File: src/rtl/spindle_slot_scheduler_if.sv
// Control and slot/write-back bus between the step layer and the spindle slot scheduler.
interface spindle_slot_scheduler_if #(
    parameter int unsigned MW = 2
);
    logic          enable;
    logic          step;
    logic          clear_overrun;
    logic          issue;
    logic [MW-1:0] muscle_id;
    logic [1:0]    fiber_sel;
    logic          wb_en;
    logic [MW-1:0] wb_muscle;
    logic [1:0]    wb_fiber;
    logic          busy;
    logic          round_done;
    logic          overrun;
    logic [15:0]   step_count;

    modport master (
        output enable, step, clear_overrun,
        input  issue, muscle_id, fiber_sel, wb_en, wb_muscle, wb_fiber,
               busy, round_done, overrun, step_count
    );

    modport slave (
        input  enable, step, clear_overrun,
        output issue, muscle_id, fiber_sel, wb_en, wb_muscle, wb_fiber,
               busy, round_done, overrun, step_count
    );
endinterface

File: src/rtl/spindle_slot_scheduler.sv
// Sequences the shared spindle fiber datapath across N_MUSCLE x 3 fiber slots per integration step,
// tracks results through a DP_LAT-deep write-back pipe, and reports round completion and overruns.
module spindle_slot_scheduler #(
    parameter int unsigned N_MUSCLE = 4,
    parameter int unsigned DP_LAT   = 2
) (
    input  logic                     clk,
    input  logic                     reset,
    spindle_slot_scheduler_if.slave  bus
);
    localparam int unsigned MW = (N_MUSCLE > 1) ? $clog2(N_MUSCLE) : 1;
    localparam int unsigned FW = 2;
    localparam int unsigned CW = 16;

    localparam logic [MW-1:0] LAST_MUSCLE = MW'(N_MUSCLE - 1);
    localparam logic [FW-1:0] LAST_FIBER  = FW'(2);

    typedef enum logic [1:0] {
        IDLE  = 2'd0,
        ISSUE = 2'd1,
        DRAIN = 2'd2,
        DONE  = 2'd3
    } state_t;

    typedef struct packed {
        logic          valid;
        logic [MW-1:0] muscle;
        logic [FW-1:0] fiber;
    } slot_t;

    state_t        state, state_n;
    logic [MW-1:0] slot_muscle, slot_muscle_n;
    logic [FW-1:0] slot_fiber, slot_fiber_n;
    logic          issue_q, issue_n;
    logic          busy_q, busy_n;
    logic          done_q, done_n;
    logic          overrun_q, overrun_n;
    logic [CW-1:0] count_q, count_n;
    slot_t         pipe [DP_LAT];
    logic          pipe_pending_c;

    // Slots still in flight that will not have reached write-back after this edge.
    always_comb begin
        pipe_pending_c = 1'b0;
        for (int unsigned i = 0; i + 1 < DP_LAT; i++) begin
            pipe_pending_c = pipe_pending_c | pipe[i].valid;
        end
    end

    // Next-state and next registered outputs; slot fields stay zero outside ISSUE.
    always_comb begin
        state_n       = state;
        slot_muscle_n = '0;
        slot_fiber_n  = '0;
        issue_n       = 1'b0;
        busy_n        = 1'b0;
        done_n        = 1'b0;
        count_n       = count_q;
        overrun_n     = overrun_q;

        case (state)
            IDLE: begin
                if (bus.step && bus.enable) begin
                    state_n = ISSUE;
                    issue_n = 1'b1;
                    busy_n  = 1'b1;
                end
            end
            ISSUE: begin
                busy_n = 1'b1;
                if (slot_muscle == LAST_MUSCLE && slot_fiber == LAST_FIBER) begin
                    state_n = DRAIN;
                end else begin
                    issue_n = 1'b1;
                    if (slot_fiber == LAST_FIBER) begin
                        slot_muscle_n = slot_muscle + MW'(1);
                        slot_fiber_n  = '0;
                    end else begin
                        slot_muscle_n = slot_muscle;
                        slot_fiber_n  = slot_fiber + FW'(1);
                    end
                end
            end
            DRAIN: begin
                if (pipe_pending_c) begin
                    busy_n = 1'b1;
                end else begin
                    state_n = DONE;
                    done_n  = 1'b1;
                    count_n = count_q + CW'(1);
                end
            end
            DONE: begin
                state_n = IDLE;
            end
            default: begin
                state_n = IDLE;
            end
        endcase

        // A step outside IDLE marks an overrun; setting beats a simultaneous clear.
        if (bus.step && state != IDLE) begin
            overrun_n = 1'b1;
        end else if (bus.clear_overrun) begin
            overrun_n = 1'b0;
        end
    end

    // State and registered outputs.
    always_ff @(posedge clk or posedge reset) begin
        if (reset) begin
            state       <= IDLE;
            slot_muscle <= '0;
            slot_fiber  <= '0;
            issue_q     <= 1'b0;
            busy_q      <= 1'b0;
            done_q      <= 1'b0;
            overrun_q   <= 1'b0;
            count_q     <= '0;
        end else begin
            state       <= state_n;
            slot_muscle <= slot_muscle_n;
            slot_fiber  <= slot_fiber_n;
            issue_q     <= issue_n;
            busy_q      <= busy_n;
            done_q      <= done_n;
            overrun_q   <= overrun_n;
            count_q     <= count_n;
        end
    end

    // Write-back pipe: issued slot reappears at the tail exactly DP_LAT cycles later.
    always_ff @(posedge clk or posedge reset) begin
        if (reset) begin
            for (int unsigned i = 0; i < DP_LAT; i++) begin
                pipe[i] <= '0;
            end
        end else begin
            pipe[0] <= '{valid: issue_q, muscle: slot_muscle, fiber: slot_fiber};
            for (int unsigned i = 1; i < DP_LAT; i++) begin
                pipe[i] <= pipe[i-1];
            end
        end
    end

    assign bus.issue      = issue_q;
    assign bus.muscle_id  = slot_muscle;
    assign bus.fiber_sel  = slot_fiber;
    assign bus.wb_en      = pipe[DP_LAT-1].valid;
    assign bus.wb_muscle  = pipe[DP_LAT-1].muscle;
    assign bus.wb_fiber   = pipe[DP_LAT-1].fiber;
    assign bus.busy       = busy_q;
    assign bus.round_done = done_q;
    assign bus.overrun    = overrun_q;
    assign bus.step_count = count_q;
endmodule

File: src/flat_wrapper.sv
// flat-port wrapper written by rule: the top's interface ports become plain ports
module spindle_slot_scheduler_flat 
#(
    parameter int unsigned N_MUSCLE = 4,
    parameter int unsigned DP_LAT   = 2
)
  (clk, reset, bus_enable, bus_step, bus_clear_overrun, bus_issue, bus_muscle_id, bus_fiber_sel, bus_wb_en, bus_wb_muscle, bus_wb_fiber, bus_busy, bus_round_done, bus_overrun, bus_step_count);
  spindle_slot_scheduler_if #(.MW(2)) bus_i ();
  input  logic clk;
  input  logic reset;
  input wire logic [$bits(bus_i.enable)-1:0] bus_enable;
  input wire logic [$bits(bus_i.step)-1:0] bus_step;
  input wire logic [$bits(bus_i.clear_overrun)-1:0] bus_clear_overrun;
  output wire logic [$bits(bus_i.issue)-1:0] bus_issue;
  output wire logic [$bits(bus_i.muscle_id)-1:0] bus_muscle_id;
  output wire logic [$bits(bus_i.fiber_sel)-1:0] bus_fiber_sel;
  output wire logic [$bits(bus_i.wb_en)-1:0] bus_wb_en;
  output wire logic [$bits(bus_i.wb_muscle)-1:0] bus_wb_muscle;
  output wire logic [$bits(bus_i.wb_fiber)-1:0] bus_wb_fiber;
  output wire logic [$bits(bus_i.busy)-1:0] bus_busy;
  output wire logic [$bits(bus_i.round_done)-1:0] bus_round_done;
  output wire logic [$bits(bus_i.overrun)-1:0] bus_overrun;
  output wire logic [$bits(bus_i.step_count)-1:0] bus_step_count;
  assign bus_i.enable = bus_enable;
  assign bus_i.step = bus_step;
  assign bus_i.clear_overrun = bus_clear_overrun;
  assign bus_issue = bus_i.issue;
  assign bus_muscle_id = bus_i.muscle_id;
  assign bus_fiber_sel = bus_i.fiber_sel;
  assign bus_wb_en = bus_i.wb_en;
  assign bus_wb_muscle = bus_i.wb_muscle;
  assign bus_wb_fiber = bus_i.wb_fiber;
  assign bus_busy = bus_i.busy;
  assign bus_round_done = bus_i.round_done;
  assign bus_overrun = bus_i.overrun;
  assign bus_step_count = bus_i.step_count;
  spindle_slot_scheduler #(.N_MUSCLE(N_MUSCLE), .DP_LAT(DP_LAT)) u_core (.clk(clk), .reset(reset), .bus(bus_i));
endmodule
File: config.mk
export PLATFORM = sky130hd
export DESIGN_NAME = spindle_slot_scheduler_flat
export DESIGN_NICKNAME = d
export VERILOG_FILES = /design/src/rtl/spindle_slot_scheduler_if.sv /design/src/rtl/spindle_slot_scheduler.sv /design/src/flat_wrapper.sv
export SDC_FILE = /design/constraint.sdc
export NUM_CORES = 1
export LEC_CHECK = 0
export BUFFER_PORTS_ARGS = -buffer_cell sky130_fd_sc_hd__buf_2
export CORE_MARGIN = 2
export CORE_UTILIZATION = 56
export DETAILED_ROUTE_END_ITERATION = 7
export GPL_TIMING_DRIVEN = 0
export PLACE_DENSITY = 0.83
export REMOVE_ABC_BUFFERS = 1
export SLEW_MARGIN = 15
export SYNTH_ARGS = -nofsm -noshare
export SYNTH_HDL_FRONTEND = slang
export SYNTH_SLANG_ARGS = --single-unit
File: constraint.sdc
create_clock -name clk -period 2.71 [get_ports clk]
set_input_delay 0.542 -clock clk [delete_from_list [all_inputs] [get_ports clk]]
set_output_delay 0.542 -clock clk [all_outputs]
set_load 0.05 [all_outputs]
==> flow_summary.yaml <==
setup_path:
  timing.reg2reg.setup_slack_ns: 0.84
  cp_max_fo: 6
  criticalPathCategory: "reg2reg"
  worstSetupStartpointType: "flop"
  reg2reg_from: "u_core.state[0]"
  cp-end-kind: "flop"
  cp.required_ns: 2.94
  reg2reg_depth: 6
  critPathArrivalTime_ns: 2.10
  timing.rr.end: "u_core.bus.step_count[13]"
grt:
  globalRouteOverflowTotal: 0
  grt_max_degree: 37
  grt_pass1_vias: 949
  grt_pass1_wl_mm: 4.19
  antenna_found_initial: 0
  track_usage_pct: 17.3
cts:
  cts_made_buffers: 5
  cts_resized: 0
  cts_root_buffer: "clkbuf_4"
  clkTransAtPathRegs_ns: 0.11
  post-cts-setup-buffer-count: 0
  clock-sinks: 36
  cts_tree: "done"
  htreeDepth: 2
  hold_buffers: 0
  clk_path_buf_depth: 2
  clkLatencyLatePin_ns: 0.33
drt:
  wl_per_cell_microns: 13.5
  wl_mm: 2.47
  drt_iter0_drc: 33
  drtPass1Iterations: 4
  via_count: 965
  wl_met2_mm: 1.19
  vias_per_cell: 5.27
  topRoutingLayerUsed: "met4"
  drc_errors: 0
  drt-met1-wl_mm: 1.13
  wl_met3_microns: 117
  ant_nets: 0
floorplanning:
  core_sq_mm: 0.00252
  num_rows: 18
  start_util_pct: 59.6
  die_area_sq_mm: 0.00312
  die_height_microns: 55.8
  ioPinCount: 34
  die_w_microns: 55.8
logic_synthesis:
  syn_inst: 117
  yosysSeqAreaShare_pct: 59.9
  syn_avg_cell_area_sq_um: 12.9
  synth_warnings: 0
  ys_seq_elements: 36
  synth.top_cell.area_share_pct: 59.9
  yosysTopAreaCell: "dfrtp_1"
  synth_cell_types: 30
  netlist_top_cells_area: "dfrtp_1 (60%), ha_1 (6.7%), xnor2_1 (5.2%), xor2_1 (3.5%), nand3_1 (2.7%)"
  synth_area_sq_mm: 0.00150
pwr:
  leakagePower_nw: 0.954
  vdd_ir_drop_max_mv: 0.807
  cellPowerDensity_mw_per_mm2: 1040
timing:
  worst_slew_pin_slew_ns: 0.721
  drv_slew: 0
  finalHoldViolCount: 0
  relSlewSlack_pct: 51.9
  rsz0062_at_grt: "false"
  finalCritPeriodShare_pct: 69.1
  min_period_ns: 1.87
  fin_setup_tns_ns: 0
  setup_violations: 0
  fin_skew_ns: 0.00633
  fmax_mhz: 534
placed_design:
  placed_cell_area_sq_mm: 0.00167
  gp_congestion: 0.745
  portBuffers: 33
  dp_hpwl_mm: 1.75
finish:
  fin_area_sq_mm: 0.00175
  mostFrequentLayoutCells: "dfrtp_1 (36), buf_2 (33), xnor2_1 (9), nand3_1 (8), ha_1 (8)"
  final_common_cell: "dfrtp_1"
  nNetsFinal: 165
  n_antenna_cell: 0
  area_growth_pct: 16.6
  nFillCells: 187
  drive_gt1_share_pct: 31.4
flow_run:
  drv_cap: 0
worst_hold_path:
  hp-class: "in2async"
status:
  status: "finished, final reports clean"
-- per-stage QoR --
stage	std cells	setup slack, ns	utilization, %	power, mW	hold WS (ns)
final	183	0.837	69.5	1.83	0.311
after global routing	183	0.758	69.5	1.93	0.368
after CTS	183	0.852	69.5	1.85	0.325
after detailed placement	175	0.885	66.3	1.47	0.335
after global placement	175	0.942	66.3	1.44	0.333
after floorplan	112	0.962	-	1.31	0.331
-- final cells by class --
class	count	area [sq um]	area share, %
clock inverter	3	42.5	2.43
clock buffer	5	37.5	2.14
timing repair buffer	33	165	9.42
sequential	36	901	51.4
tap	30	37.5	2.14
multi-input combinational	69	543	31.0
inverter	7	26.3	1.50
-- registers in the layout (all words and copies together) (netlist names) --
register	count
u_core.bus.wb_fiber	2
u_core.pipe_pending_c	1
u_core.state	2
u_core.bus.fiber_sel	2
u_core.bus.overrun	1
u_core.bus.muscle_id	2
u_core.bus.step_count	16
u_core.bus.wb_en	1
u_core.bus.wb_muscle	2
u_core.bus.busy	1
u_core.pipe	4
u_core.bus.issue	1
u_core.bus.round_done	1
-- critical path, cell delays in order (launching register included) --
cell and delay, ns:
dfrtp_1 0.44, inv_1 0.14, ha_1 0.34, nand4b_4 0.17, nor4_4 0.39, nand3_1 0.14, xnor2_1 0.14
-- synth_stat cells --
library cell  count
and3_1            2
nand4_1           2
a222oi_1          1
nor4_4            1
nand2b_1          1
a21oi_1           4
nor3b_1           1
nand3_1           8
nand3b_2          1
nand3_2           1
inv_1             7
mux2i_1           1
mux2_2            1
xor2_1            6
nand4b_4          1
nor4_1            2
o21ai_0           3
clkbuf_1          1
and3b_1           1
o22ai_1           1
xnor2_1           9
nand3b_1          1
nor2b_1           3
nand2_1           4
nor3_1            2
nor3_2            1
nor2_1            3
buf_4             4
dfrtp_1          36
ha_1              8
-- routing by layer --
metal,GRT usage [%],vias up
met5,0,-
met4,8.16,0
met3,4.19,5
met2,28.7,25
met1,21.1,473
li1,-,462
-- how the worst max path moves through the flow --
stage	start	end	slack, ns	cells past startpoint
2_1_floorplan	u_core.bus.step_count[0]	u_core.bus.step_count[12]	0.96	5
3_3_place_gp	u_core.state[0]	u_core.bus.step_count[15]	0.94	6
3_5_place_dp	u_core.state[0]	u_core.bus.step_count[13]	0.89	6
4_1_cts	u_core.state[0]	u_core.bus.step_count[13]	0.85	6
5_1_grt	u_core.state[0]	u_core.bus.step_count[13]	0.76	6
6_report	u_core.state[0]	u_core.bus.step_count[13]	0.84	6
-- cell families after synthesis --
family / Yosys count / share of synthesized area [%]
flops: 36 / 59.9
fa+ha+maj: 8 / 6.66
compound gates: 9 / 3.41
xor+xnor: 15 / 8.74
buf+inv: 12 / 3.99
simple gates: 35 / 15.9
mux: 2 / 1.41
-- report_power, final --
part	internal [mW]	total (mW)	switching, mW
Sequential	0.655	0.763	0.108
Clock	0.192	0.370	0.178
Combinational	0.195	0.698	0.503
Total	1.04	1.83	0.788
No activity file was read; power rests on OpenSTA's default activity.
